**src/rtl/pipeline_hazard_ctrl.sv**
```systemverilog
// Pipeline sequencing for a 5-stage core: stage enables/flushes, load-use stall,
// branch/jump squash, multi-cycle data-memory wait with sticky timeout, stall counter.
module pipeline_hazard_ctrl #(
  parameter int REG_AW      = 5,
  parameter int MEM_TIMEOUT = 16,
  parameter int CNT_W       = 16
) (
  input  logic              clk,
  input  logic              reset,
  input  logic [REG_AW-1:0] id_rs,
  input  logic [REG_AW-1:0] id_rt,
  input  logic              id_uses_rt,
  input  logic              id_jump,
  input  logic [REG_AW-1:0] ex_rt,
  input  logic              ex_mem_read,
  input  logic              mem_branch_taken,
  input  logic              mem_req,
  input  logic              mem_ack,
  output logic              pc_en,
  output logic              if_id_en,
  output logic              id_ex_en,
  output logic              ex_mem_en,
  output logic              mem_wb_en,
  output logic              if_id_flush,
  output logic              id_ex_flush,
  output logic              ex_mem_flush,
  output logic              mem_err,
  output logic [CNT_W-1:0]  stall_cnt,
  output logic [1:0]        fsm_state
);

  // Memory handshake: mem_req is a level held by EX/MEM until mem_ack;
  // the access completes on the cycle mem_ack is high.
  typedef enum logic [1:0] {
    RUN      = 2'd0,
    MEM_WAIT = 2'd1,
    ERR      = 2'd2
  } state_t;

  localparam int              WCW    = $clog2(MEM_TIMEOUT + 1);
  localparam logic [WCW-1:0]  TO_VAL = WCW'(MEM_TIMEOUT);

  state_t         state;
  logic [WCW-1:0] wait_cnt;
  logic           mem_err_q;
  logic           load_use;
  logic           frozen;

  assign load_use = ex_mem_read && (ex_rt != '0) &&
                    ((ex_rt == id_rs) || (id_uses_rt && (ex_rt == id_rt)));

  always_comb begin
    frozen = 1'b1;
    case (state)
      RUN:      frozen = mem_req && !mem_ack;
      MEM_WAIT: frozen = !mem_ack;
      ERR:      frozen = 1'b1;
      default:  frozen = 1'b1;
    endcase
  end

  always_comb begin
    pc_en        = 1'b1;
    if_id_en     = 1'b1;
    id_ex_en     = 1'b1;
    ex_mem_en    = 1'b1;
    mem_wb_en    = 1'b1;
    if_id_flush  = 1'b0;
    id_ex_flush  = 1'b0;
    ex_mem_flush = 1'b0;
    if (!reset) begin
      pc_en        = 1'b0;
      if_id_en     = 1'b0;
      id_ex_en     = 1'b0;
      ex_mem_en    = 1'b0;
      mem_wb_en    = 1'b0;
      if_id_flush  = 1'b1;
      id_ex_flush  = 1'b1;
      ex_mem_flush = 1'b1;
    end else if (frozen) begin
      pc_en     = 1'b0;
      if_id_en  = 1'b0;
      id_ex_en  = 1'b0;
      ex_mem_en = 1'b0;
      mem_wb_en = 1'b0;
    end else if (mem_branch_taken) begin
      if_id_flush  = 1'b1;
      id_ex_flush  = 1'b1;
      ex_mem_flush = 1'b1;
    end else if (load_use) begin
      // Hold PC and IF/ID; the bubble into ID/EX clears the hazard next cycle.
      pc_en       = 1'b0;
      if_id_en    = 1'b0;
      id_ex_flush = 1'b1;
    end else if (id_jump) begin
      if_id_flush = 1'b1;
    end
  end

  always_ff @(posedge clk or negedge reset) begin
    if (!reset) begin
      state     <= RUN;
      wait_cnt  <= '0;
      mem_err_q <= 1'b0;
      stall_cnt <= '0;
    end else begin
      if (!pc_en && (stall_cnt != '1)) stall_cnt <= stall_cnt + 1'b1;
      case (state)
        RUN: begin
          if (mem_req && !mem_ack) begin
            state    <= MEM_WAIT;
            wait_cnt <= WCW'(1);
          end
        end
        MEM_WAIT: begin
          if (mem_ack) begin
            state    <= RUN;
            wait_cnt <= '0;
          end else if (wait_cnt == TO_VAL) begin
            state     <= ERR;
            mem_err_q <= 1'b1;
          end else begin
            wait_cnt <= wait_cnt + 1'b1;
          end
        end
        ERR:     mem_err_q <= 1'b1;
        default: state <= RUN;
      endcase
    end
  end

  assign mem_err   = mem_err_q;
  assign fsm_state = state;

endmodule

```
**config.mk**
```make
export PLATFORM = sky130hd
export DESIGN_NAME = pipeline_hazard_ctrl
export DESIGN_NICKNAME = d
export VERILOG_FILES = /design/src/rtl/pipeline_hazard_ctrl.sv
export SDC_FILE = /design/constraint.sdc
export NUM_CORES = 1
export LEC_CHECK = 0
export CAP_MARGIN = 20
export CORE_MARGIN = 5
export CORE_UTILIZATION = 44
export DETAILED_ROUTE_END_ITERATION = 8
export GPL_TIMING_DRIVEN = 0
export MAX_ROUTING_LAYER = met4
export PLACE_DENSITY = 0.79
export SETUP_SLACK_MARGIN = 0.05
export SYNTH_ARGS = -nofsm -noshare
export SYNTH_HDL_FRONTEND = slang
export SYNTH_SLANG_ARGS = --single-unit
```
**constraint.sdc**
```tcl
create_clock -name clk -period 2.58 [get_ports clk]
set_clock_uncertainty 0.2 [all_clocks]
set_input_delay 0.258 -clock clk [delete_from_list [all_inputs] [get_ports clk]]
set_output_delay 0.258 -clock clk [all_outputs]
set_load 0.02 [all_outputs]
```
==> results of run 1 <==
logic make-up (layout without fill, tap and decap cells):
| kind of cell | count (synthesis) | after routing | share of synthesized area |
|---|---|---|---|
| flip-flops | 24 | 24 | 0.434 |
| adder cells (fa/ha/maj) | 3 | 3 | 0.0271 |
| XOR/XNOR | 27 | 27 | 0.171 |
| AO/OA/AOI/OAI | 23 | 23 | 0.111 |
| AND/OR/NAND/NOR | 52 | 52 | 0.203 |
| buffers and inverters | 11 | 66 | 0.0461 |
| multiplexers | 1 | 1 | 0.00813 |
routing by layer:
metal  track usage  vias to the layer above
li1              -                      610
met1         0.195                      622
met2         0.328                       38
met3        0.0459                        2
met4        0.0228                        0
met5             -                        -
area by class of cell:
| class | count | area, µm² | share of cell area |
|---|---|---|---|
| Inverter | 6 | 22.5 | 0.0113 |
| Buffer | 5 | 41.3 | 0.0206 |
| Timing Repair Buffer | 52 | 512 | 0.256 |
| Tap cell | 44 | 55.1 | 0.0275 |
| Clock buffer | 3 | 22.5 | 0.0113 |
| Multi-Input combinational cell | 106 | 747 | 0.373 |
| Sequential cell | 24 | 601 | 0.300 |
sequential cells by signal, summed over array words and instances, names as in the netlist:
register,cells
stall_cnt,16
wait_cnt,5
mem_err,1
fsm_state,2
cell usage in the layout (no fill, tap or decap), types with 2 or more instances in the layout:
cell             netlist  routed
dfrtp_1               24      24
xnor2_1               22      22
xor2_1                 5       5
and3_1                 4       4
ha_1                   3       3
nor2_1                 7       7
clkbuf_4               0       3
clkdlybuf4s50_1        0      41
o21bai_1               2       2
nand3_1                8       8
inv_1                  6       6
nand2_1               11      11
dlygate4sd2_1          0       5
nand4_1               11      11
nor4_1                 2       2
or2_1                  2       2
o21a_1                 2       2
o31ai_1                2       2
a21oi_1                6       6
buf_4                  4       6
o21ai_1                4       4
power groups by stage:
stage | registers, mW | logic [mW] | clock network [mW]
2_1_floorplan | 0.574 | 0.172 | 0
4_1_cts | 0.515 | 0.453 | 0.164
3_5_place_dp | 0.522 | 0.449 | 0
5_1_grt | 0.526 | 0.482 | 0.176
6_report | 0.516 | 0.447 | 0.157
3_3_place_gp | 0.517 | 0.434 | 0
per-stage QoR:
stage / cells / TNS, ps / cell area [µm²] / hold slack (ps)
6_report: 240 / 0 / 2000 / 140
5_1_grt: 240 / 0 / 2000 / 158
3_3_place_gp: 234 / -8010 / 1930 / 270
3_5_place_dp: 235 / -1230 / 1950 / 265
4_1_cts: 239 / 0 / 1990 / 143
2_1_floorplan: 141 / 0 / 1390 / -238
worst paths after layout:
path,slack (ps),endpoint,startpoint,depth (start not counted)
worst max-delay path,190,if_id_flush,ex_rt[4],7
worst min-delay path,140,fsm_state[1],reset,2
worst max register to register,370,stall_cnt[10],stall_cnt[0],8
worst min register to register,300,mem_err,mem_err,1
max in group asynchronous,1420,wait_cnt[2],reset,2
min in group clk,300,mem_err,mem_err,1
repair_timing:
action	4_1_cts	5_1_grt
gates resized for setup	13	3
endpoints found under the setup margin	7	4
endpoints found under the hold margin	4	0
setup buffers	0	1
pin swaps	0	1
hold buffers	1	0
Yosys cell counts:
master / instances / area share
or2_1: 2 / 0.0090
nand2b_1: 1 / 0.0045
nand2_1: 11 / 0.030
o21ai_1: 4 / 0.014
o2bb2ai_2: 1 / 0.011
o21bai_1: 2 / 0.011
o21a_1: 2 / 0.011
a211oi_1: 1 / 0.0054
xnor2_1: 22 / 0.14
and4_1: 1 / 0.0063
or3_1: 1 / 0.0045
a21boi_1: 1 / 0.0054
inv_1: 6 / 0.016
buf_4: 4 / 0.022
nand3_1: 8 / 0.029
xor2_1: 5 / 0.032
o31ai_1: 2 / 0.011
buf_6: 1 / 0.0081
ha_1: 3 / 0.027
nor2b_1: 1 / 0.0045
and3_1: 4 / 0.018
nand4bb_1: 1 / 0.0081
nor2_1: 7 / 0.019
nand4_1: 11 / 0.050
nor4bb_1: 1 / 0.0072
nor4_1: 2 / 0.0090
a31o_1: 1 / 0.0063
o22ai_1: 1 / 0.0045
a2111oi_0: 1 / 0.0063
mux2_1: 1 / 0.0081
o21ai_0: 1 / 0.0036
dfrtp_1: 24 / 0.43
and2_1: 1 / 0.0045
a21oi_1: 6 / 0.022
critical path: stages:
cell	delay [ps]
clkdlybuf4s50_1	540
xnor2_1	150
nand3_1	140
o22ai_4	210
nand2_1	100
a31o_1	210
dlygate4sd2_1	320
==> metrics.yaml, run 1 <==
pwr:
  leakage_nw: 0.794
  sw_frac_of_total: 0.352
  power.internal_mw: 0.725
  power_density_nw_per_um2: 560
  pwr-share-clk: 0.140
  total_power_mw: 1.12
  seqPwrFrac: 0.461
  p_sw_mw: 0.395
  comb_power_share: 0.399
  peakVddDrop_mv: 0.546
grt:
  grt_start_max_net_pins: 22
  grt_pass1_vias: 1336
  grt_first_pass_wirelength_um: 5930
  grt_overflow_total: 0
  grt_antenna_before_repair: 0
  grtUsageTotal: 0.178
detailed_routing:
  drtPass1Iterations: 4
  dr_wl_met3_um: 145
  vias: 1272
  antenna_left: 0
  drc: 0
  vias_per_cell: 5.30
  drt-initial-drc-count: 69
  wl_met2_um: 1950
  routed.top_layer: "met4"
  wl_met1_um: 1450
  drt-wirelength-per-cell_um: 14.8
  drt_wl_total_um: 3560
critical_path:
  critPathLaunchType: "primary input"
  path_max_fanout: 3
  critPathRequiredTime_ps: 2120
  critPathCaptureType: "output pin"
  crit_arrival_ps: 1930
  path_class: "primary input to output pin"
clock_network:
  numCtsBuffers: 3
  cts_sinks: 24
  cts-root-buf: "clkbuf_4"
  path_clk_slew_ps: 120
  cts_tree: "done"
  clk_latency_ps: 300
  clock_path_buffers: 2
  cts_max_level: 1
timing:
  finalHoldViolCount: 0
  final.period_utilization: 0.926
  worstMarginPinSlew_ps: 590
  setup_viol_count_final: 0
  fin_crit_ps: 2390
  maxSlewViolCount: 0
  slew-limit-headroom: 0.605
  fmax_mhz: 418
  rsz0062_at_grt: "false"
  fin_ws_ps: 190
logic_synthesis:
  ys_seq_elements: 24
  synth.distinct_cells: 34
  yosysSeqAreaShare: 0.434
  syn-cell-area_um2: 1390
  yosysWarnings: 0
  synth_cells: 141
  synthesis.nets: 167
  syn_area_per_cell_um2: 9.82
floorplan:
  row_count: 20
  die-area_um2: 4370
  start_util: 0.457
  die_x_um: 66.1
  die_h_um: 66.1
  core-area_um2: 3030
  io_pins: 50
place:
  port_buffers: 49
  place_congestion: 0.874
  dp.final_hpwl_um: 2880
  dp_slack_ps: -434
finish:
  antenna_cells: 0
  utilization: 0.661
  nets: 224
  synthToLayoutAreaGrowth_pct: 44.4
  drive_gt1_frac: 0.0816
  fillCellCount: 249
outcome:
  status: "complete, no violations"
flow_run:
  maxCapViolCount: 0
min_path:
  holdCritPathClass: "primary input to asynchronous set/reset pin"
Note: power is estimated with default switching activity, not from simulation.
==> run 2: changes to the inputs <==
--- a/config.mk
+++ b/config.mk
@@ -10,6 +10,7 @@
 export CORE_UTILIZATION = 44
 export DETAILED_ROUTE_END_ITERATION = 8
 export GPL_TIMING_DRIVEN = 0
+export HOLD_SLACK_MARGIN = 0.12
 export MAX_ROUTING_LAYER = met4
 export PLACE_DENSITY = 0.79
 export SETUP_SLACK_MARGIN = 0.05
==> constraint.sdc (replaced) <==
create_clock -name clk -period 2.58 [get_ports clk]
set_clock_uncertainty 0.2 [all_clocks]
set_input_delay 0.258 -clock clk [delete_from_list [all_inputs] [get_ports clk]]
set_output_delay 0.258 -clock clk [all_outputs]
set_load 0.1 [all_outputs]
==> run 2 against run 1 <==
  * Via count rose by 1.3%
  * First-iteration DRC count rose by 88%
  * Largest power group is now combinational cells
  * Register-to-register slack barely moved
  * Power rose by 40%
  * Critical path type unchanged
==> metrics.yaml, run 2 (synthesis results as in run 1) <==
min_path:
  hold_depth: 1
  holdCritStartpoint: "stall_cnt[15]"
  holdPathEnd: "stall_cnt[15]"
  holdCritPathClass: "flip-flop to flip-flop"
finish:
  nets: 226
  largest_reg_flops: 16
  layout_common_cells: "clkdlybuf4s50_1 (40), xnor2_1 (22), dfrtp_1 (14)"
  synthToLayoutAreaGrowth_pct: 51.4
  finish.instance_area_um2: 2100
  mostFrequentLayoutCell: "clkdlybuf4s50_1"
  regMostFlops: "stall_cnt"
  antenna_cells: 0
  instances_no_fill: 243
  drive_gt1_frac: 0.191
critical_path:
  path_class: "primary input to output pin"
  path_max_fanout: 5
  rr_startpoint: "stall_cnt[0]"
  critPathCaptureType: "output pin"
  cp.depth: 6
  timing.rr.end: "stall_cnt[6]"
  crit_slowest_cell: "clkdlybuf4s50_1"
  cp_num_buf_inv: 3
  crit_family: "buffers and inverters"
  reg2regPathDepth: 8
  critPathLaunchType: "primary input"
  critPathRequiredTime_ps: 2120
  slowest_delay_ps: 470
  cp_cell_sequence: "clkdlybuf4s50_1, nor4_1, a211oi_1, a21boi_4, buf_12, buf_6"
  reg2reg_slack_ps: 380
  crit_arrival_ps: 2000
timing:
  maxSlewViolCount: 0
  rsz0062_at_grt: "true"
  setup_viol_count_final: 0
  fin_crit_ps: 2460
  finalHoldViolCount: 0
  fin_ws_ps: 117
  fin_tns_setup_ps: 0
  fmax_mhz: 406
  slew-limit-headroom: 0.337
  final.period_utilization: 0.955
  worstMarginPinSlew_ps: 992
grt:
  grtUsageTotal: 0.189
  grt_pass1_vias: 1365
  grt_antenna_before_repair: 0
  grt_first_pass_wirelength_um: 6290
  grt_start_max_net_pins: 21
  grt_overflow_total: 0
detailed_routing:
  antenna_left: 0
  drt-wirelength-per-cell_um: 15.3
  vias: 1288
  drt_wl_total_um: 3710
  drt-initial-drc-count: 130
  drtPass1Iterations: 4
  vias_per_cell: 5.30
  drc: 0
outcome:
  status: "complete, no violations"
flow_run:
  maxCapViolCount: 0
clock_network:
  clk_latency_ps: 310
  path_clk_slew_ps: 130
  cts_sinks: 24
  cts_tree: "done"
  cts_max_level: 1
  numCtsBuffers: 3
  cts-root-buf: "clkbuf_4"
  clock_path_buffers: 2
pwr:
  total_power_mw: 1.57
  peakVddDrop_mv: 0.923
  leakage_nw: 0.807
  power_density_nw_per_um2: 750
place:
  dp_slack_ps: -866
  dpl.cell_count: 235
  placed_cell_area_um2: 2030
  port_buffers: 49
  place_congestion: 0.866
floorplan:
  die_h_um: 66.1
  die_x_um: 66.1
  row_count: 20
  core-area_um2: 3030
  io_pins: 50
  die-area_um2: 4370
  start_util: 0.457
[run 2: cell types whose count changed in the layout (fill, tap and decap cells not counted), moves of 2 or more]
cell / before / now
buf_2: 0 / 3
buf_6: 1 / 3
dfrtp_2: 0 / 9
dfrtp_1: 24 / 14
dlygate4sd2_1: 5 / 1
[run 2: power breakdown]
| group | internal, mW | total, mW | switching [mW] |
|---|---|---|---|
| sequential | 0.445 | 0.523 | 0.0789 |
| combinational | 0.244 | 0.855 | 0.611 |
| clock | 0.0861 | 0.195 | 0.109 |
[run 2: worst max path at each step]
stage	startpoint	to
after global routing	fsm_state[0]	pc_en
after detailed placement	ex_rt[2]	id_ex_flush
final	ex_rt[1]	pc_en
after global placement	reset	pc_en
after floorplan	fsm_state[0]	pc_en
after CTS	ex_rt[1]	pc_en
[run 2: per-layer routing]
metal,global-route usage,part of all wire,vias to the layer above
li1,-,-,621
met1,0.215,0.40,624
met2,0.341,0.54,37
met3,0.0340,0.044,6
met4,0.0457,0.010,0
met5,-,0,-
[run 2: cell type report]
cell class	count	area, µm²
multi-input combinational	106	778
buffer	5	57.6
clock buffer	4	36.3
fill	230	931
inverter	6	22.5
timing repair buffer	54	532
sequential	24	616
tap	44	55.1
[run 2: through the flow]
step	hold WS (ps)	utilization
finish	304	0.693
global route	318	0.693
CTS	305	0.692
detailed placement	276	0.671
global placement	270	0.662
floorplan	-238	-
[run 2: repair_timing]
action,4_1_cts,5_1_grt
resized for setup,38,9
pin swaps,0,1
endpoints found under the setup margin,8,6
setup buffers,0,2
hold buffers,2,0
hold endpoints to repair,24,0
